==> src/rtl/posit_stream_pkg.sv <==
// Shared types and constants for the posit result stream.
// The entry layout below is the canonical 32-bit posit / 16-bit tag format;
// the collector builds an identically ordered entry from its own parameters.
package posit_stream_pkg;

   localparam int POSIT_N     = 32;
   localparam int POSIT_TAG_W = 16;

   // Not-a-Real encoding for a 32-bit posit: sign bit set, all other bits clear.
   localparam logic [31:0] NAR_32 = 32'h8000_0000;

   typedef struct packed {
      logic [POSIT_N-1:0]     data;
      logic [POSIT_TAG_W-1:0] tag;
      logic                   inf;
      logic                   zero;
      logic                   last;
   } posit_entry_t;

   typedef enum logic [1:0] {
      IDLE    = 2'd0,
      COLLECT = 2'd1,
      DRAIN   = 2'd2,
      DONE    = 2'd3
   } collector_state_e;

endpackage

==> src/rtl/posit_result_collector_fifo.sv <==
// stream_fifo: flop-based FIFO whose head entry is driven straight from the
// storage registers, so a push is visible on the output the following cycle.
// Pointers carry one extra wrap bit so full and empty are distinguishable.
// Storage is not reset; only the pointers are.
module stream_fifo #(
   parameter int W     = 8,
   parameter int DEPTH = 8
) (
   input  logic         clk,
   input  logic         rst,
   input  logic         push,
   input  logic [W-1:0] push_data,
   output logic         push_ok,
   output logic         out_valid,
   input  logic         out_ready,
   output logic [W-1:0] out_data,
   output logic         full,
   output logic         drained_next
);

   localparam int AW = $clog2(DEPTH);

   logic [AW:0]  wr_ptr;
   logic [AW:0]  rd_ptr;
   logic [AW:0]  level;
   logic [W-1:0] mem [DEPTH];
   logic         empty;
   logic         pop;
   logic         wr_en;

   assign level     = wr_ptr - rd_ptr;
   assign empty     = (wr_ptr == rd_ptr);
   assign full      = (wr_ptr[AW] != rd_ptr[AW]) &&
                      (wr_ptr[AW-1:0] == rd_ptr[AW-1:0]);
   assign out_valid = !empty;
   assign pop       = out_valid && out_ready;
   // A pop in the same cycle frees the slot the write is about to use.
   assign push_ok   = !full || pop;
   assign wr_en     = push && push_ok;

   // Present zeros while empty so the stream outputs are quiet out of reset.
   assign out_data  = empty ? '0 : mem[rd_ptr[AW-1:0]];

   // True when nothing will remain after this cycle's pop (no push expected).
   assign drained_next = empty || ((level == (AW+1)'(1)) && pop);

   // Pointer update: control state, cleared by reset.
   always_ff @(posedge clk) begin
      if (rst) begin
         wr_ptr <= '0;
         rd_ptr <= '0;
      end else begin
         if (wr_en) wr_ptr <= wr_ptr + (AW+1)'(1);
         if (pop)   rd_ptr <= rd_ptr + (AW+1)'(1);
      end
   end

   // Storage write: data path, never reset.
   always_ff @(posedge clk) begin
      if (wr_en) mem[wr_ptr[AW-1:0]] <= push_data;
   end

endmodule

==> src/rtl/posit_result_collector.sv <==
// posit_result_collector: captures accumulator results on acc_done, tags them
// with their index in the current batch, buffers them in a FIFO and drains
// them as a valid/ready stream. Pulses batch_done once a batch has fully
// drained. Captures that find the FIFO full are dropped and counted, but
// still advance the batch so it always terminates.
module posit_result_collector
   import posit_stream_pkg::*;
#(
   parameter int N     = POSIT_N,
   parameter int DEPTH = 8,
   parameter int TAG_W = POSIT_TAG_W
) (
   input  logic             clk,
   input  logic             rst,
   input  logic             batch_start,
   input  logic [TAG_W-1:0] batch_len,
   input  logic [N-1:0]     acc_result,
   input  logic             acc_inf,
   input  logic             acc_zero,
   input  logic             acc_done,
   output logic             out_valid,
   input  logic             out_ready,
   output logic [N-1:0]     out_data,
   output logic [TAG_W-1:0] out_tag,
   output logic             out_inf,
   output logic             out_zero,
   output logic             out_last,
   output logic             batch_done,
   output logic             busy,
   output logic             overflow,
   output logic [7:0]       drop_count
);

   // Same field order as posit_entry_t, sized from this instance's parameters.
   typedef struct packed {
      logic [N-1:0]     data;
      logic [TAG_W-1:0] tag;
      logic             inf;
      logic             zero;
      logic             last;
   } entry_t;

   localparam int EW = $bits(entry_t);

   collector_state_e state;
   collector_state_e state_nxt;

   logic [TAG_W-1:0] len_q;
   logic [TAG_W-1:0] cap_cnt;
   logic             cap_last;
   logic             push;
   logic             push_ok;
   logic             fifo_full;
   logic             drained_next;
   entry_t           cap_entry;
   entry_t           head_entry;
   logic [EW-1:0]    head_bits;

   function automatic logic [7:0] sat_inc8(input logic [7:0] v);
      return (v == 8'hFF) ? v : v + 8'd1;
   endfunction

   assign cap_last = (cap_cnt == len_q - TAG_W'(1));
   assign push     = (state == COLLECT) && acc_done;

   // Assemble the entry captured this cycle.
   always_comb begin
      cap_entry      = '0;
      cap_entry.data = acc_result;
      cap_entry.tag  = cap_cnt;
      cap_entry.inf  = acc_inf;
      cap_entry.zero = acc_zero;
      cap_entry.last = cap_last;
   end

   stream_fifo #(
      .W     (EW),
      .DEPTH (DEPTH)
   ) u_fifo (
      .clk          (clk),
      .rst          (rst),
      .push         (push),
      .push_data    (cap_entry),
      .push_ok      (push_ok),
      .out_valid    (out_valid),
      .out_ready    (out_ready),
      .out_data     (head_bits),
      .full         (fifo_full),
      .drained_next (drained_next)
   );

   assign head_entry = entry_t'(head_bits);
   assign out_data   = head_entry.data;
   assign out_tag    = head_entry.tag;
   assign out_inf    = head_entry.inf;
   assign out_zero   = head_entry.zero;
   assign out_last   = head_entry.last;

   assign batch_done = (state == DONE);
   assign busy       = (state != IDLE);

   // FSM state register.
   always_ff @(posedge clk) begin
      if (rst) state <= IDLE;
      else     state <= state_nxt;
   end

   // FSM next-state: arm on batch_start, collect until the last index is
   // captured (kept or dropped), drain, then a single DONE cycle.
   always_comb begin
      state_nxt = state;
      unique case (state)
         IDLE: begin
            if (batch_start) state_nxt = (batch_len == '0) ? DONE : COLLECT;
         end
         COLLECT: begin
            if (acc_done && cap_last) state_nxt = DRAIN;
         end
         DRAIN: begin
            if (drained_next) state_nxt = DONE;
         end
         DONE: begin
            state_nxt = IDLE;
         end
         default: state_nxt = IDLE;
      endcase
   end

   // Batch length, capture index and drop bookkeeping.
   always_ff @(posedge clk) begin
      if (rst) begin
         len_q      <= '0;
         cap_cnt    <= '0;
         overflow   <= 1'b0;
         drop_count <= '0;
      end else begin
         if ((state == IDLE) && batch_start) begin
            len_q   <= batch_len;
            cap_cnt <= '0;
         end
         if (push) begin
            cap_cnt <= cap_cnt + TAG_W'(1);
            if (!push_ok) begin
               overflow   <= 1'b1;
               drop_count <= sat_inc8(drop_count);
            end
         end
      end
   end

   // fifo_full is folded into push_ok; kept as a named net for debug visibility.
   logic unused_full;
   assign unused_full = fifo_full;

endmodule

==> config.mk <==
export PLATFORM = sky130hd
export DESIGN_NAME = posit_result_collector
export DESIGN_NICKNAME = d
export VERILOG_FILES = /design/src/rtl/posit_stream_pkg.sv /design/src/rtl/posit_result_collector_fifo.sv /design/src/rtl/posit_result_collector.sv
export SDC_FILE = /design/constraint.sdc
export NUM_CORES = 1
export LEC_CHECK = 0
export ABC_CLOCK_PERIOD_IN_PS = 15050
export CAP_MARGIN = 20
export CORE_AREA = 5 5 237 239
export DETAILED_ROUTE_END_ITERATION = 10
export DIE_AREA = 0 0 242 244
export GPL_TIMING_DRIVEN = 0
export SYNTH_ARGS = -nofsm -noshare
export SYNTH_HDL_FRONTEND = slang
export SYNTH_HIERARCHICAL = 1
export SYNTH_SLANG_ARGS = --single-unit
export TNS_END_PERCENT = 100
==> constraint.sdc <==
create_clock -name clk -period 15.05 [get_ports clk]
set_input_delay 1.505 -clock clk [delete_from_list [all_inputs] [get_ports clk]]
set_output_delay 1.505 -clock clk [all_outputs]
set_load 0.01 [all_outputs]
# Word level (Yosys, flattened, before mapping)
# Memory sizes are Yosys's and may differ from the RTL's. A register that Yosys moved wholly into a read port is not among the register bits.
# Index checks and enable logic that the tools add are counted.
# W data, S select, Z words.
[totals]
regBits = 51
ram_bits = 408
in_bits = 55
word_cells = 58
mem_count = 1
[memory_table]
columns = ["memory", "depth", "word_bits", "read_ports", "rd_clocked_by_memory_dff", "wr", "line", "text"]
rows = [
  ["u_fifo.mem", 8, 51, 1, 1, 1, "posit_result_collector_fifo.sv:26", "logic [W-1:0] mem [DEPTH];"],
]
[op_classes]
add_sub_neg = 6
eq_ne = 12
n_mux = 12
n_bitwise = 2
reduce_logical = 18
[ops]
columns = ["cell", "n"]
rows = [
  ["$mux W51", 1],
  ["$mux W16", 2],
  ["$add A16 B1 Y16 const B", 1],
  ["$eq A16 B16 Y1", 1],
  ["$logic_not A16 Y1", 1],
  ["$sub A16 B1 Y16 const B", 1],
  ["$add A4 B1 Y4 const B", 2],
  ["$add A8 B1 Y8 const B", 1],
  ["$eq A8 B8 Y1 const B", 1],
  ["$mux W2", 4],
  ["$pmux W2 S4", 1],
  ["$logic_and A1 B1 Y1", 7],
  ["$mux W3", 2],
  ["$reduce_and A3 Y1", 2],
  ["$eq A2 B2 Y1 const B", 2],
  ["$eq A4 B1 Y1 const B", 1],
  ["$eq A4 B4 Y1", 1],
  ["$ne A2 B2 Y1 const B", 2],
  ["$reduce_bool A2 Y1", 2],
  ["$sub A4 B4 Y4", 1],
  ["$eq A3 B3 Y1", 1],
  ["$eq A2 B1 Y1 const B", 1],
  ["$logic_not A1 Y1", 2],
  ["$logic_not A2 Y1", 1],
  ["other kinds (6)", 9],
]

# Depth between registers and ports, before layout
# Gate-level depths: netlist of run 1.
[logic_depth]
word_depth = 7
ltp_mapped = 11

# Modules after synthesis
# The synthesis of run 1 kept the hierarchy.
[modules_own_cells]
columns = ["module", "n_inst", "cells_per_inst", "area_per_inst_um2", "seq_area_each_um2"]
rows = [
  ["stream_fifo", 1, 720, 16079.2, 12472.0],
  ["posit_result_collector", 1, 316, 2479.9, 860.8],
]

# Worst setup path after synthesis of run 1
# Ideal clock, no wire load.
[synth_timing]
kind = "input to register"
start = "input acc_done"
end = "memory u_fifo/mem[4][0] in the netlist's numbering (enable)"
setup_time_ns = 0.586
arrival_ns = 6.815
path_slack_ns = 7.648
path_stages = 4
n_path_buf = 0
path_cell_list = "nand2_1 > clkinv_1 > nand2_1 > nor4_1"
[synth_via]
elab_chain_len = 4
[synth_rtl]
columns = ["element", "line", "text"]
rows = [
  ["start, declared", "posit_result_collector.sv:20", "input logic acc_done,"],
  ["$logic_and A1 B1 Y1", "posit_result_collector.sv:64", "assign push = (state == COLLECT) && acc_done;"],
  ["named net push", "posit_result_collector.sv:51", "logic push;"],
  ["$logic_and A1 B1 Y1", "posit_result_collector_fifo.sv:39", "assign wr_en = push && push_ok;"],
  ["$mux W1", "posit_result_collector_fifo.sv:60", "if (wr_en) mem[wr_ptr[AW-1:0]] <= push_data;"],
  ["$mux W1 (not written as such)", "posit_result_collector_fifo.sv:60", ""],
  ["end, declared", "posit_result_collector_fifo.sv:26", ""],
]
# The timed path passes the listed nets, and every way through them passes these cells.

# Worst setup path after layout of run 1
[layout_timing]
start = "register u_fifo.wr_ptr[0]"
end = "output out_tag[4]"
[layout_via]
elab_chain_len = 2
[layout_rtl]
columns = ["element", "line", "text"]
rows = [
  ["start, declared", "posit_result_collector_fifo.sv:23", "logic [AW:0] wr_ptr;"],
  ["start signal, assigned", "posit_result_collector_fifo.sv:53", "if (wr_en) wr_ptr <= wr_ptr + (AW+1)'(1);"],
  ["$eq A4 B4 Y1", "posit_result_collector_fifo.sv:32", "assign empty = (wr_ptr == rd_ptr);"],
  ["$mux W51", "posit_result_collector_fifo.sv:42", "assign out_data = empty ? '0 : mem[rd_ptr[AW-1:0]];"],
  ["end, declared", "posit_result_collector.sv:24", "output logic [TAG_W-1:0] out_tag,"],
]
# Every way passes these cells.

==> impl_metrics.tcl, run 1 <==
set metrics [dict create \
    multi_input_area_sq_um 5004 \
    relSlewSlack_pct 35.71 \
    fp.dieH_um 244 \
    rows 85 \
    io_pins 118 \
    max_stage_delay_ns 0.60 \
    grt_pass1_wl_mm 63.04 \
    htreeDepth 2 \
    drt_wl_total_mm 40.46 \
    clk_latency_ns 0.59 \
    p_sw_mw 0.8080 \
    path_clk_slew_ns 0.06 \
    pwr-share-comb_pct 18.3 \
    yosys_warnings 6 \
    clkPwrFrac_pct 36.7 \
    avgSynthCellArea_sq_um 17.93 \
    worstSetupPathType "reg2out" \
    drive_gt1_share_pct 19.73 \
    antenna_found_initial 0 \
    start_kind "flop" \
    routed_via_density 5.015 \
    path_cells "inv_1 > ha_1 > nand3_1 > nor2_1 > buf_6 > clkbuf_1 > nor2_1 > clkdlybuf4s50_1" \
    peakVddDrop_uv 92.79 \
    p_seq_share_pct 45.0 \
    ant_nets 0 \
    finClkSkew_ns 0.02591 \
    cts_buffer_depth 3 \
    filler_cell_count 4823 \
    hold_class "reg2reg" \
    path_common_cell "nor2_1" \
    endpoint_kind "output port" \
    cts.sinks 462 \
    core_sq_um 53600 \
    crit_arrival_ns 3.79 \
    grt_pass1_vias 10390 \
    cts_resized 0 \
    cp_max_fo 10 \
    pre_cts_ws_ns 10.32 \
    ff_latch_area_sq_um 13330 \
    synth_fp_nets 1104 \
    slew_viol_final 0 \
    grt_use_total_pct 13.69 \
    final_cells 1979 \
    max_freq_mhz 188.7 \
    p_per_area_nw_per_um2 140.7 \
    synthCells 1035 \
    gr-total-overflow 0 \
    cp_data_required_time_ns 13.55 \
    outcome "finished clean" \
    port-buffer-count 116 \
    fin_nets 1311 \
    start_util_pct 34.62 \
    place_congestion 0.7488 \
    cp_slowest_cell "nor2_1" \
    grt_max_degree 26 \
    setup_viol 0 \
    firstDrtPassIters 5 \
    die_w_um 242 \
    placed_cells 1886 \
    p_sw_share_pct 25.26 \
    p_leak_nw 6.992 \
    worst_pin_slew_ns 0.9643 \
    via_count 9924 \
    p_int_mw 2.391 \
    drt_drc_violations_left 0 \
    drt_iter0_drc 614 \
    min_period_ns 5.299 \
    netlist_area_sq_um 18560 \
    post_cts_buffers 0 \
    drv_cap 0 \
    cts_made_buffers 49 \
    finalCritPeriodShare_pct 35.21 \
    fin_ws_ns 9.751 \
    hold_viol 0 \
    cts_tree "built" \
    cts-root-buf "clkbuf_16" \
    tns_ns 0 \
    syn_to_final_growth_pct 22.56 \
    cts_hold_buf 0 \
    dp_hpwl_mm 27.60 \
    dieArea_sq_um 59050 \
    wl_per_cell_um 20.45 \
    rsz0062_at_grt "no" \
]
-- path summary, 6_finish.rpt --
check          endpoint  cells after the start              from  slack [ns]
min           len_q[15]                      2         len_q[15]        0.47
min reg2reg   len_q[15]                      2         len_q[15]        0.47
max          out_tag[4]                      8  u_fifo/wr_ptr[0]        9.75
max reg2reg    state[1]                     10  u_fifo/wr_ptr[0]       11.69
-- final cells by class --
class	count	area share, %
diodes	1	0.01100
plain buffers	47	0.9684
clock buffers	60	5.618
clock inverters	31	1.337
inverters	13	0.2146
multi-input cells	513	22.00
flip-flops and latches	462	58.63
well taps	696	3.829
repair buffers	156	7.389
-- worst max-delay path: cells and delay by family (launching register included) --
family	cells	cell delay, ns
simple gates	3	1.02
fa+ha+maj	1	0.31
buf+inv	4	1.39
flops	1	0.46
-- flip-flops by register name, summed over array words and instances (netlist names), named ones only --
signal         cells
u_fifo/wr_ptr      4
u_fifo/mem       408
state              2
overflow           1
drop_count         8
cap_cnt           16
len_q             16
u_fifo/rd_ptr      4
-- metal layers --
layer,global-route usage (%),up-vias,routed length (um)
met4,3.592,0,758
met1,18.94,5128,18250
met2,22.71,212,19800
met3,2.304,49,1657
met5,0,-,0
li1,-,4535,-
-- power groups by stage --
stage / clock, mW / combinational [mW] / sequential [mW]
2_1_floorplan: 0 / 0.356 / 1.46
3_3_place_gp: 0 / 0.582 / 1.47
3_5_place_dp: 0 / 0.598 / 1.47
4_1_cts: 1.21 / 0.601 / 1.44
5_1_grt: 1.27 / 0.638 / 1.44
6_report: 1.17 / 0.584 / 1.44
-- per-stage QoR --
step / utilization [%] / hold slack [ns] / power [mW] / instance area [sq um]
after CTS: 42.41 / 0.4778 / 3.248 / 22730
after global placement: 38.41 / 0.4584 / 2.054 / 20590
final: 42.43 / 0.4737 / 3.199 / 22740
after global routing: 42.42 / 0.5185 / 3.348 / 22740
after detailed placement: 39.46 / 0.4692 / 2.066 / 21150
after floorplan: - / 0.4496 / 1.821 / 18560
-- cell usage in the layout, fill, tap and decap left out, types with 4 or more instances in the layout --
cell type	count
edfxtp_1	408
clkdlybuf4s50_1	116
mux4_2	102
nor2_1	90
mux2i_1	56
dfxtp_1	54
nand2_1	53
clkbuf_16	49
clkbuf_1	30
a21oi_1	30
buf_4	19
xnor2_1	17
nand3_1	17
xor2_1	13
ha_1	13
buf_6	13
inv_1	12
clkinv_1	12
o21ai_0	12
buf_2	11
or3_1	8
buf_1	8
clkinv_2	8
buf_8	8
nor3_1	7
nand4_1	7
a31oi_1	6
nor4b_1	5
a311oi_1	5
nand2b_1	5
and3_1	5
nor3_2	4
nor2b_1	4
o211ai_1	4
nor4_1	4
bufinv_16	4
buf_12	4
No activity file was read; power rests on OpenSTA's default activity.
==> run 2: changes to the inputs <==
--- a/config.mk
+++ b/config.mk
@@ -5,7 +5,7 @@
 export SDC_FILE = /design/constraint.sdc
 export NUM_CORES = 1
 export LEC_CHECK = 0
-export ABC_CLOCK_PERIOD_IN_PS = 15050
+export ABC_CLOCK_PERIOD_IN_PS = 4400
 export CAP_MARGIN = 20
 export CORE_AREA = 5 5 237 239
 export DETAILED_ROUTE_END_ITERATION = 10
==> constraint.sdc (replaced) <==
create_clock -name clk -period 4.4 [get_ports clk]
set_input_delay 0.44 -clock clk [delete_from_list [all_inputs] [get_ports clk]]
set_output_delay 0.44 -clock clk [all_outputs]
set_load 0.01 [all_outputs]
==> impl_metrics.tcl, run 2 (synthesis results as in run 1) <==
set metrics [dict create \
    path_clk_slew_ns 0.06 \
    pre_cts_ws_ns 0.6314 \
    relSlewSlack_pct 33.87 \
    core_sq_um 53600 \
    grt_pass1_wl_mm 63.16 \
    p_leak_nw 6.994 \
    cts_tree "built" \
    start_kind "flop" \
    p_seq_share_pct 44.5 \
    grt_use_total_pct 13.72 \
    r2r_cells 10 \
    placed_cells 1878 \
    grt_max_degree 24 \
    p_sw_mw 2.739 \
    min_from "rst" \
    diodes 0 \
    rsz0062_at_grt "no" \
    fin_ws_ns 0.3405 \
    tns_ns 0 \
    syn_to_final_growth_pct 22.97 \
    cts-root-buf "clkbuf_16" \
    cts.sinks 462 \
    p_sw_share_pct 24.72 \
    rows 85 \
    drv_cap 0 \
    critPathLaunch "u_fifo/wr_ptr[0]" \
    final_cells 1970 \
    crit_family "buffers and inverters" \
    post_cts_buffers 0 \
    hold_ws_ns 0.2697 \
    r2r_start "u_fifo/wr_ptr[0]" \
    drt_wl_total_mm 40.92 \
    max_stage_delay_ns 0.53 \
    p_per_area_nw_per_um2 485.7 \
    clkPwrFrac_pct 37.5 \
    fp.dieH_um 244 \
    antenna_found_initial 0 \
    htreeDepth 2 \
    place_congestion 0.7397 \
    drive_gt1_share_pct 19.62 \
    crit_arrival_ns 3.62 \
    grt_pass1_vias 10330 \
    worst-path-stages 7 \
    routed_via_density 5.003 \
    drt_iter0_drc 624 \
    pwr-share-comb_pct 18.0 \
    cp_slowest_cell "clkbuf_1" \
    max_freq_mhz 246.3 \
    outcome "finished clean" \
    fin_nets 1303 \
    p_int_mw 8.344 \
    final_common_cell "edfxtp_1" \
    start_util_pct 34.62 \
    setup_viol 0 \
    io_pins 118 \
    cts_buffer_depth 3 \
    gr-total-overflow 0 \
    firstDrtPassIters 4 \
    endpoint_kind "output port" \
    fin_util_pct 42.57 \
    worst_pin_slew_ns 0.9919 \
    slew_viol_final 0 \
    dp_hpwl_mm 27.34 \
    die_w_um 242 \
    whs_path_depth 2 \
    finClkSkew_ns 0.01649 \
    cts_made_buffers 49 \
    final_cell_mix "edfxtp_1, clkdlybuf4s50_1, mux4_2, nor2_1, mux2i_1" \
    wl_per_cell_um 20.77 \
    via_count 9856 \
    cp_data_required_time_ns 3.96 \
    largest_reg_flops 408 \
    hold_class "in2reg" \
    finalCritPeriodShare_pct 92.26 \
    worstSetupPathType "reg2out" \
    path_buf_inv 3 \
    dieArea_sq_um 59050 \
    clk_latency_ns 0.58 \
    path_cells "inv_1 > ha_1 > nand3_1 > nor2_4 > clkbuf_1 > nor2_1 > clkdlybuf4s50_1" \
    cp_max_fo 10 \
    min_period_ns 4.060 \
    drt_drc_violations_left 0 \
    hold_viol 0 \
    peakVddDrop_uv 314.8 \
    ant_nets 0 \
    port-buffer-count 116 \
]
## run 2: changes by cell type in the layout (fill, tap and decap cells not counted), moves of 2 or more
cell       previous run  this run
buf_4                19         9
clkbuf_8              1         4
buf_16                3         5
buf_6                13        11
bufinv_16             4         6
clkinv_1             12         8
## run 2: per-layer routing
metal / up-vias / part of all wire (%) / track usage, % / routed length (um)
met5: - / 0 / 0 / 0
met4: 0 / 1.7 / 3.541 / 688
met3: 44 / 4.8 / 2.304 / 1970
met2: 204 / 50 / 23.53 / 20370
met1: 5086 / 44 / 18.34 / 17900
li1: 4522 / - / - / -
## run 2: final cells by class
type	count	area (sq um)
fillers	4780	30780
flip-flops and latches	462	13330
multi-input cells	513	5026
repair buffers	148	1673
clock buffers	63	1319
well taps	696	870.8
clock inverters	28	326.6
plain buffers	47	220.2
inverters	13	48.80
## run 2: path summary, 6_finish.rpt
| check | to | slack (ns) |
|---|---|---|
| hold / removal | u_fifo/wr_ptr[1] | 0.27 |
| hold reg to reg | overflow | 0.48 |
| setup reg to reg | state[1] | 1.11 |
| setup / recovery | out_tag[6] | 0.34 |
## run 2: what timing repair did
item	CTS	global route
endpoints found under the setup margin	4	0
gates resized for setup	1	0
hold buffers	0	0
## run 2: per-stage QoR
stage,cell area (sq um),total power [mW]
floorplan,18570,6.226
global placement,20600,7.012
detailed placement,21160,7.072
CTS,22810,11.27
global route,22820,11.58
finish,22820,11.08
## run 2: power groups by stage
stage | combinational [mW] | clock [mW] | sequential, mW
6_report | 2.00 | 4.15 | 4.93
3_5_place_dp | 2.05 | 0 | 5.02
3_3_place_gp | 1.98 | 0 | 5.03
2_1_floorplan | 1.22 | 0 | 5.01
5_1_grt | 2.19 | 4.45 | 4.94
4_1_cts | 2.06 | 4.28 | 4.93
==> run 3: changes to the inputs <==
==> constraint.sdc (replaced) <==
create_clock -name clk -period 4.4 [get_ports clk]
set_input_delay 1.1 -clock clk [delete_from_list [all_inputs] [get_ports clk]]
set_output_delay 1.1 -clock clk [all_outputs]
set_load 0.01 [all_outputs]
==> impl_metrics.tcl, run 3 (synthesis results as in run 1) <==
set metrics [dict create \
    outcome "finished clean" \
    drt_iter0_drc 567 \
    fp.dieH_um 244 \
    path_cells "inv_1 > ha_1 > nand3_1 > nor2_1 > buf_6 > clkbuf_2 > nor2_1 > clkdlybuf4s50_1" \
    clk_latency_ns 0.58 \
    diodes 0 \
    drt_wl_total_mm 40.67 \
    cts_made_buffers 48 \
    finalCritPeriodShare_pct 95.07 \
    via_count 9880 \
    filler_cell_count 4779 \
    htreeDepth 2 \
    worstSetupEndpoint "out_last" \
    p_sw_mw 2.714 \
    antenna_found_initial 0 \
    routed_via_density 5.018 \
    grt_max_degree 23 \
    dp_hpwl_mm 27.12 \
    endpoint_kind "output port" \
    port-buffer-count 116 \
    cts_hold_buf 0 \
    grt_use_total_pct 13.64 \
    place_congestion 0.7669 \
    cts_buffer_depth 3 \
    fin_nets 1303 \
    max_freq_mhz 239.0 \
    final_cell_mix "edfxtp_1, clkdlybuf4s50_1, mux4_2, nor2_1, mux2i_1" \
    hold_class "reg2reg" \
    p_per_area_nw_per_um2 475.9 \
    r2r_cells 11 \
    min_period_ns 4.183 \
    max_stage_delay_ns 0.58 \
    gr-total-overflow 0 \
    power_mw 10.81 \
    r2r-end "state[1]" \
    cp_data_required_time_ns 3.30 \
    dieArea_sq_um 59050 \
    core_sq_um 53600 \
    cts-root-buf "clkbuf_16" \
    r2r_start "u_fifo/wr_ptr[0]" \
    final_cells 1969 \
    fin_area_sq_um 22710 \
    drv_cap 0 \
    final_common_cell "edfxtp_1" \
    crit_arrival_ns 3.08 \
    drt_drc_violations_left 0 \
    p_sw_share_pct 25.11 \
    clkPwrFrac_pct 35.6 \
    setup_viol 0 \
    slew_viol_final 0 \
    ant_nets 0 \
    grt_pass1_vias 10420 \
    cp_max_fo 10 \
    p_int_mw 8.093 \
    post_cts_buffers 0 \
    io_pins 118 \
    pwr-share-comb_pct 18.8 \
    firstDrtPassIters 5 \
    rows 85 \
    largest_reg_flops 408 \
    worstSetupPathType "reg2out" \
    finClkSkew_ns 0.01815 \
    worst_pin_slew_ns 1.035 \
    start_util_pct 34.62 \
    placed_cell_area_sq_um 21200 \
    wl_per_cell_um 20.66 \
    rsz0062_at_grt "no" \
    start_kind "flop" \
    p_leak_nw 6.953 \
    critPathLaunch "u_fifo/wr_ptr[0]" \
    grt_pass1_wl_mm 63.00 \
    relSlewSlack_pct 30.62 \
    drive_gt1_share_pct 19.40 \
    path_clk_slew_ns 0.06 \
    hold_viol 0 \
    peakVddDrop_uv 304.2 \
    placed_cells 1879 \
    reg2reg_slack_ns 1.18 \
    cp_slowest_cell "clkdlybuf4s50_1" \
    syn_to_final_growth_pct 22.38 \
    cts_tree "built" \
    p_seq_share_pct 45.6 \
    die_w_um 242 \
    path_common_cell "nor2_1" \
    cts.sinks 462 \
]
[run 3: cell count changes in the layout (fill, tap and decap cells not counted), moves of 2 or more]
cell	before	now
clkbuf_2	0	9
clkinv_2	8	3
buf_16	5	9
bufinv_16	6	2
clkinv_1	8	12
buf_12	5	2
buf_6	11	14
clkbuf_8	4	1
clkinvlp_4	3	0
buf_8	9	7
dfxtp_1	54	52
dfxtp_2	0	2
nor2_2	0	2
[run 3: power groups by stage]
stage | sequential [mW] | combinational [mW] | clock, mW
6_report | 4.93 | 2.03 | 3.85
4_1_cts | 4.93 | 2.08 | 3.94
2_1_floorplan | 5.01 | 1.22 | 0
5_1_grt | 4.94 | 2.22 | 4.13
3_3_place_gp | 5.03 | 1.99 | 0
3_5_place_dp | 5.02 | 2.07 | 0
[run 3: timing repair]
item                       CTS  global route
pin swaps                    0             0
gates resized for setup      5             5
setup endpoints to repair   40            32
[run 3: per-stage QoR]
stage                     util [%]   TNS, ns  worst slack [ns]  hold WS (ns)
final                        42.36         0            0.2167        0.4763
after detailed placement     39.56         0            0.1650        0.4670
after global placement       38.44  -1321.44            -6.042        0.4590
after CTS                    42.34         0         0.0009159        0.4857
after global routing         42.36         0           0.04953        0.5048
after floorplan                  -   -148.94            -1.241        0.4496
[run 3: worst min-delay path by stage]
stage | start | end | slack [ns] | cells past startpoint
after floorplan | len_q[15] | len_q[15] | 0.45 | 2
after global placement | overflow | overflow | 0.46 | 2
after detailed placement | overflow | overflow | 0.47 | 2
after CTS | overflow | overflow | 0.49 | 2
after global routing | overflow | overflow | 0.50 | 2
final | overflow | overflow | 0.48 | 2
[run 3: metal layers]
metal	wire length (um)	up-vias	GRT usage, %
met4	568	0	3.206
met1	17900	5090	18.50
met2	20370	223	23.25
met3	1831	46	2.293
met5	0	-	0
li1	-	4521	-
[run 3: layout make-up]
| cell class | count | area (sq um) | area share, % |
|---|---|---|---|
| clock inverter | 18 | 156.4 | 0.6887 |
| multi-input combinational | 513 | 5024 | 22.12 |
| clock buffer | 71 | 1328 | 5.846 |
| timing repair buffer | 149 | 1719 | 7.571 |
| buffer | 47 | 226.5 | 0.9973 |
| tap | 696 | 870.8 | 3.835 |
| inverter | 13 | 48.80 | 0.2149 |
| sequential | 462 | 13340 | 58.73 |
[run 3: critical path, delay by kind of cell, from the launching register on]
family / cells / cell delay [ns]
fa+ha+maj: 1 / 0.31
buf+inv: 4 / 1.21
flops: 1 / 0.42
simple gates: 3 / 0.57
